## src/rtl/jtopl_snd_tx_if.sv

```systemverilog
// Sample-in / serial-out bundle for jtopl_snd_tx.
//   cen        bit-timing enable, one bclk half-period per asserted cycle
//   snd        sample word from the accumulator (two's complement)
//   snd_stb    one-cycle strobe qualifying snd
//   clr_flags  clears the sticky overrun/underrun flags
//   bclk/lrck/sdata  left-justified three-wire DAC link
//   busy       transmitter running
//   overrun/underrun sticky buffer status
interface jtopl_snd_tx_if #(parameter int DW = 16);
  logic          cen;
  logic [DW-1:0] snd;
  logic          snd_stb;
  logic          clr_flags;
  logic          bclk;
  logic          lrck;
  logic          sdata;
  logic          busy;
  logic          overrun;
  logic          underrun;

  modport master (
    output cen, snd, snd_stb, clr_flags,
    input  bclk, lrck, sdata, busy, overrun, underrun
  );

  modport slave (
    input  cen, snd, snd_stb, clr_flags,
    output bclk, lrck, sdata, busy, overrun, underrun
  );
endinterface

```

## src/rtl/jtopl_snd_tx.sv

```systemverilog
// Serial transmitter for the FM core's mono sample.
// A one-deep buffer takes the accumulator's strobed sample; each frame is
// shifted out MSB-first on a left-justified bclk/lrck/sdata link, with the
// same word in the left and right slots.
// Ports:
//   clk, rst_n  system clock, async active-low reset
//   bus         jtopl_snd_tx_if.slave (see interface header)
module jtopl_snd_tx #(
  parameter int DW    = 16,
  parameter int SLOTW = 16
) (
  input  logic               clk,
  input  logic               rst_n,
  jtopl_snd_tx_if.slave      bus
);

  localparam int CW = $clog2(2*SLOTW);
  localparam logic [CW-1:0] SLOT_C = CW'(SLOTW);
  localparam logic [CW-1:0] LAST_C = CW'(2*SLOTW-1);

  typedef enum logic {IDLE, RUN} state_t;

  state_t           state_q, state_d;
  logic             bclk_q, bclk_d;
  logic             lrck_q, lrck_d;
  logic             sdata_q, sdata_d;
  logic             overrun_q, overrun_d;
  logic             underrun_q, underrun_d;
  logic [DW-1:0]    pend_q, pend_d;
  logic             pend_vld_q, pend_vld_d;
  logic [DW-1:0]    last_q, last_d;
  logic [SLOTW-1:0] shreg_q, shreg_d;
  logic [CW-1:0]    bitcnt_q, bitcnt_d;

  logic             consume, load, ovr_ev, und_ev;
  logic [DW-1:0]    ld_src;
  logic [SLOTW-1:0] ld_word;

  always_comb begin
    state_d    = state_q;
    bclk_d     = bclk_q;
    lrck_d     = lrck_q;
    sdata_d    = sdata_q;
    pend_d     = pend_q;
    pend_vld_d = pend_vld_q;
    last_d     = last_q;
    shreg_d    = shreg_q;
    bitcnt_d   = bitcnt_q;
    consume    = 1'b0;
    load       = 1'b0;
    ovr_ev     = 1'b0;
    und_ev     = 1'b0;
    ld_src     = last_q;
    ld_word    = '0;

    case (state_q)
      IDLE: begin
        // bclk stays low on the load cycle; that cycle is the first half of bit 0
        if (bus.cen && pend_vld_q) begin
          state_d  = RUN;
          consume  = 1'b1;
          load     = 1'b1;
          ld_src   = pend_q;
          last_d   = pend_q;
          bitcnt_d = '0;
          lrck_d   = 1'b0;
          bclk_d   = 1'b0;
        end
      end
      RUN: begin
        if (bus.cen) begin
          bclk_d = ~bclk_q;
          if (bclk_q) begin
            // falling edge: advance bit, change data/lrck
            bitcnt_d = (bitcnt_q == LAST_C) ? '0 : bitcnt_q + CW'(1);
            lrck_d   = (bitcnt_d >= SLOT_C);
            if (bitcnt_d == SLOT_C) begin
              load = 1'b1;              // right slot repeats the left word
            end else if (bitcnt_d == '0) begin
              load = 1'b1;
              if (pend_vld_q) begin
                ld_src  = pend_q;
                last_d  = pend_q;
                consume = 1'b1;
              end else begin
                und_ev  = 1'b1;         // no fresh sample: resend last word
              end
            end else begin
              shreg_d = shreg_q << 1;
              sdata_d = shreg_q[SLOTW-2];
            end
          end
        end
      end
      default: state_d = IDLE;
    endcase

    // left-justified: sample in the top bits, zero padding below
    ld_word[SLOTW-1 -: DW] = ld_src;
    if (load) begin
      shreg_d = ld_word;
      sdata_d = ld_word[SLOTW-1];
    end

    // capture; a load in the same cycle takes the old pend first
    if (bus.snd_stb) begin
      pend_d     = bus.snd;
      pend_vld_d = 1'b1;
      ovr_ev     = pend_vld_q & ~consume;
    end else if (consume) begin
      pend_vld_d = 1'b0;
    end

    overrun_d  = ovr_ev | (overrun_q  & ~bus.clr_flags);
    underrun_d = und_ev | (underrun_q & ~bus.clr_flags);
  end

  always_ff @(posedge clk or negedge rst_n) begin
    if (!rst_n) begin
      state_q    <= IDLE;
      bclk_q     <= 1'b0;
      lrck_q     <= 1'b0;
      sdata_q    <= 1'b0;
      overrun_q  <= 1'b0;
      underrun_q <= 1'b0;
      pend_q     <= '0;
      pend_vld_q <= 1'b0;
      last_q     <= '0;
      shreg_q    <= '0;
      bitcnt_q   <= '0;
    end else begin
      state_q    <= state_d;
      bclk_q     <= bclk_d;
      lrck_q     <= lrck_d;
      sdata_q    <= sdata_d;
      overrun_q  <= overrun_d;
      underrun_q <= underrun_d;
      pend_q     <= pend_d;
      pend_vld_q <= pend_vld_d;
      last_q     <= last_d;
      shreg_q    <= shreg_d;
      bitcnt_q   <= bitcnt_d;
    end
  end

  assign bus.bclk     = bclk_q;
  assign bus.lrck     = lrck_q;
  assign bus.sdata    = sdata_q;
  assign bus.busy     = (state_q == RUN);
  assign bus.overrun  = overrun_q;
  assign bus.underrun = underrun_q;

endmodule

```

## src/flat_wrapper.sv

```systemverilog
// flat-port wrapper written by rule: the top's interface ports become plain ports
module jtopl_snd_tx_flat 
#(
  parameter int DW    = 16,
  parameter int SLOTW = 16
)
  (clk, rst_n, bus_cen, bus_snd, bus_snd_stb, bus_clr_flags, bus_bclk, bus_lrck, bus_sdata, bus_busy, bus_overrun, bus_underrun);
  jtopl_snd_tx_if #(.DW(DW)) bus_i ();
  input  logic clk;
  input  logic rst_n;
  input wire logic [$bits(bus_i.cen)-1:0] bus_cen;
  input wire logic [$bits(bus_i.snd)-1:0] bus_snd;
  input wire logic [$bits(bus_i.snd_stb)-1:0] bus_snd_stb;
  input wire logic [$bits(bus_i.clr_flags)-1:0] bus_clr_flags;
  output wire logic [$bits(bus_i.bclk)-1:0] bus_bclk;
  output wire logic [$bits(bus_i.lrck)-1:0] bus_lrck;
  output wire logic [$bits(bus_i.sdata)-1:0] bus_sdata;
  output wire logic [$bits(bus_i.busy)-1:0] bus_busy;
  output wire logic [$bits(bus_i.overrun)-1:0] bus_overrun;
  output wire logic [$bits(bus_i.underrun)-1:0] bus_underrun;
  assign bus_i.cen = bus_cen;
  assign bus_i.snd = bus_snd;
  assign bus_i.snd_stb = bus_snd_stb;
  assign bus_i.clr_flags = bus_clr_flags;
  assign bus_bclk = bus_i.bclk;
  assign bus_lrck = bus_i.lrck;
  assign bus_sdata = bus_i.sdata;
  assign bus_busy = bus_i.busy;
  assign bus_overrun = bus_i.overrun;
  assign bus_underrun = bus_i.underrun;
  jtopl_snd_tx #(.DW(DW), .SLOTW(SLOTW)) u_core (.clk(clk), .rst_n(rst_n), .bus(bus_i));
endmodule
```

## config.mk

```make
export PLATFORM = sky130hd
export DESIGN_NAME = jtopl_snd_tx_flat
export DESIGN_NICKNAME = d
export VERILOG_FILES = /design/src/rtl/jtopl_snd_tx_if.sv /design/src/rtl/jtopl_snd_tx.sv /design/src/flat_wrapper.sv
export SDC_FILE = /design/constraint.sdc
export NUM_CORES = 1
export LEC_CHECK = 0
export BUFFER_PORTS_ARGS = -buffer_cell sky130_fd_sc_hd__buf_2
export CAP_MARGIN = 20
export CORE_UTILIZATION = 43
export DETAILED_ROUTE_END_ITERATION = 8
export PLACE_DENSITY = 0.58
export SYNTH_ARGS = -nofsm -noshare
export SYNTH_HDL_FRONTEND = slang
export SYNTH_SLANG_ARGS = --single-unit
```

## constraint.sdc

```tcl
create_clock -name clk -period 5.3 [get_ports clk]
set_input_delay 1.06 -clock clk [delete_from_list [all_inputs] [get_ports clk]]
set_output_delay 1.06 -clock clk [all_outputs]
set_load 0.02 [all_outputs]
```

==> results.txt <==
The startpoint kind of the worst setup timing path is a flip-flop. After the first detailed-routing iteration, the DRC count stood at 67. STA classifies the critical path endpoint as a flip-flop. Leaving out fill and tap cells, the most frequent cell in the layout is dfrtp_1.

The placeable core area is 5960 sq um. The final-report max-slew violation count came out at 0. The total standard cell area after synthesis is 2660 sq um.

The number of vias per cell after detailed routing is 5.70. In the layout the commonest cells are 59 x dfrtp_1, 26 x buf_2, 20 x mux2_2. The final-layout worst hold slack came out at 0.498 ns.

The critical path in this run is classified as reg2reg. The maximum resistive drop on vdd came out at 0.000159 V. The highest metal layer carrying signal wires in the routed design is met4. The switching power as a share of total power is 27.8%.

The hold path endpoint is u_core.shreg_q[0]. The worst-skew pair later-pin latency came out at 0.33 ns. Of all nets on the critical path, the largest fanout is 14. The switching power of the nets came out at 0.000318 W. The I/O pin total came out at 27. The TritonCTS clock tree is yes.

The synthesized area per cell came out at 13.4 sq um. Summed over all failing endpoints, the final setup total negative slack is 0 ns. The detailed route wirelength on metal2 is 2.43 mm. The cell count after synthesis is 199. The number of distinct library cells after synthesis is 38. Across every metal layer, demand over resource in global routing totals 17.8%. The initial core utilization came out at 44.6%. The largest clock skew in the final design is 0.00669 ns. The via count of the routed design is 1739.

After detailed routing, the number of remaining DRC violations is 0. For this run, the number of Yosys warnings is 0. The post-route cell area is 3010 sq um. In this run the critical register-to-register path is launched from u_core.bitcnt_q[0]. The end of the worst register-to-register path is u_core.shreg_q[0].

The post-route netlist has 37.0% of its cells at a drive strength greater than 1. The estimated wirelength of the detail-placed design is 3.26 mm. The worst endpoint required time came out at 5.51 ns. The cell area after placement came out at 2830 sq um.

Static timing analysis puts the maximum clock frequency at 0.291 GHz. The power per standard cell area is 380 nW/um^2. The number of I/O port buffers is 26. The cell depth of the worst min-delay path came out at 1. The TritonCTS sink count came out at 59. The final net count came out at 248.

The power share of the clock group is 31.8%. The cell-internal power is 0.000827 W. The number of routed nets with antenna violations is 0.

The number of setup violations in the final report came out at 0. Summing the sequential cell areas from Yosys gives 55.6% of the chip area. The first global-routing pass estimated 8.53 mm of wire. The wire length after detailed routing is 5.00 mm. The number of levels the H-tree was split into is 3. Routability-driven placement finished with a final weighted congestion of 0.853. Data on the critical path arrives at its endpoint at 3.65 ns. The tightest min-delay check is of the reg2reg type. Cells fill 50.5% of the core in the end.

Combinational cells account for 18.3% of the total power. The slew of the pin with the lowest slew margin came out at 0.976 ns. Setup repair after global routing left no endpoint under its margin.

The layout overhead on the synthesized area is 13.3%. The depth of the most critical reg-to-reg path is 8. The number of antenna violations at the first check in global routing came out at 0. The static leakage power is 1.36 nW. Headroom to the max-slew limit came out at 34.9%. The global-route congestion overflow total came out at 0. The number of detailed-routing iterations run before antenna repair came out at 4. The initialized floorplan defines 28 standard-cell rows.

The clock transition at the register clock pins on the worst setup and hold paths after CTS came out at 0.06 ns. In this run, placement finished with an instance count of 289. The flow ran to the end, and the final reports show no timing, DRC or antenna violations. The setup check on the worst reg-to-reg path leaves a slack of 1.87 ns. The number of buffers created by CTS came out at 9. The count of final hold-check violations is 0.

The sequential fraction of design power came out at 49.9%. The largest net degree at the start of global routing is 60. Dividing the detail-routed wire length by the instance count gives 16.4 microns.

Buffers added to address setup during post-CTS repair amount to 0. Measured along the y axis, the die boundary spans 80.6 microns. The critical hold path startpoint is u_core.shreg_q[0]. The repair_antennas step left the layout with diodes totalling 0. The synthesized flop and latch total is 59. The final period demand of the worst path came out at 3.43 ns. The deepest clock path buffer count came out at 2. The detailed-routed wire length on met3 is 149 microns. The number of global-route vias before repair came out at 1844. The final standard cell count with taps included and fillers excluded came out at 305. The number of maximum-capacitance violations came out at 0. In the final routing, the length of wire on met1 measures 2.33 mm. The clock root buffer master is clkbuf_8. The number of buffers inserted for hold repair after clock tree synthesis is 0. The full die area came out at 6500 sq um.

The number of nets handed over by synthesis was 222. The number of cells upsized or downsized after cts came out at 0. The overall die width is 80.6 microns. The worst path uses 64.8% of the clock period.
==> power groups by stage <==
stage / clock network [W] / registers, W / logic, W
after global routing: 0.000392 / 0.000581 / 0.000236
after CTS: 0.000375 / 0.000572 / 0.000213
after global placement: 0 / 0.000574 / 0.000206
final: 0.000364 / 0.000571 / 0.000210
after floorplan: 0 / 0.000568 / 0.000162
after detailed placement: 0 / 0.000579 / 0.000211
==> critical path: stages (launching register included) <==
cell,delay [ns]
dfrtp_1,0.44
ha_1,0.27
and3_1,0.20
ha_1,0.32
nand2b_1,0.20
or3_4,0.38
o31ai_4,0.83
mux2_2,0.43
a32o_1,0.24
==> kinds of logic (layout without fill, tap and decap cells) <==
group                    count (synthesis)  in the layout  synth area share [%]
AO/OA/AOI/OAI                           56             56                  19.1
adder cells (fa/ha/maj)                  2              2                 0.941
buffers and inverters                   18             49                  3.15
flip-flops                              59             59                  55.6
multiplexers                            30             30                  14.1
AND/OR/NAND/NOR                         34             34                  7.16
==> final cells by class <==
| class | instances | area (sq um) |
|---|---|---|
| multi-input cells | 122 | 1100 |
| inverters | 5 | 18.8 |
| fillers | 543 | 2950 |
| clock inverters | 5 | 27.5 |
| flip-flops and latches | 59 | 1480 |
| repair buffers | 28 | 145 |
| clock buffers | 11 | 151 |
| well taps | 75 | 93.8 |
==> per-layer routing <==
metal  up-vias  global-route usage (%)
li1        815                       -
met1       874                    21.1
met2        40                    29.9
met3        10                    4.09
met4         0                    9.64
met5         -                       0
==> synth_stat cells (all sizes together) <==
cell	count	area, sq um
inv	5	18.8
o211a	2	20.0
nor3	3	15.0
ha	2	25.0
nor2b	3	18.8
nand2	5	18.8
and3	2	12.5
nand4	1	6.26
a22o	5	43.8
o21ba	2	20.0
nand2b	3	18.8
buf	3	27.5
mux2	30	375
clkbuf	10	37.5
a32o	17	170
o21ai	9	45.0
o31ai	3	36.3
or4	1	7.51
dfrtp	59	1480
nand4b	1	8.76
a31o	13	114
nor2	4	15.0
a21bo	1	10.0
nand3	6	30.0
a31oi	1	21.3
or3	3	23.8
a32oi	1	8.76
or2b	1	7.51
a311o	1	10.0
nand3b	1	7.51
a21o	1	7.51
==> flip-flops by register name (all words and copies together), names as in the netlist, 5 cells and up <==
signal and cells:
u_core.pend_q 16, u_core.last_q 16, u_core.shreg_q 15, u_core.bitcnt_q 5
==> worst max path at each step <==
stage | from | endpoint | cells past startpoint
2_1_floorplan | u_core.bitcnt_q[0] | u_core.shreg_q[10] | 9
3_3_place_gp | u_core.bitcnt_q[0] | u_core.shreg_q[0] | 8
5_1_grt | u_core.bitcnt_q[0] | u_core.shreg_q[0] | 8
3_5_place_dp | u_core.bitcnt_q[0] | u_core.shreg_q[0] | 8
6_report | u_core.bitcnt_q[0] | u_core.shreg_q[0] | 8
4_1_cts | u_core.bitcnt_q[0] | u_core.shreg_q[0] | 8
==> per-stage QoR <==
stage	setup WS [ns]	total power (W)
floorplan	2.47	0.000730
global placement	1.96	0.000780
detailed placement	1.82	0.000790
CTS	1.80	0.00116
global route	1.72	0.00121
finish	1.87	0.00114
Note: power is estimated with default switching activity, not from simulation.
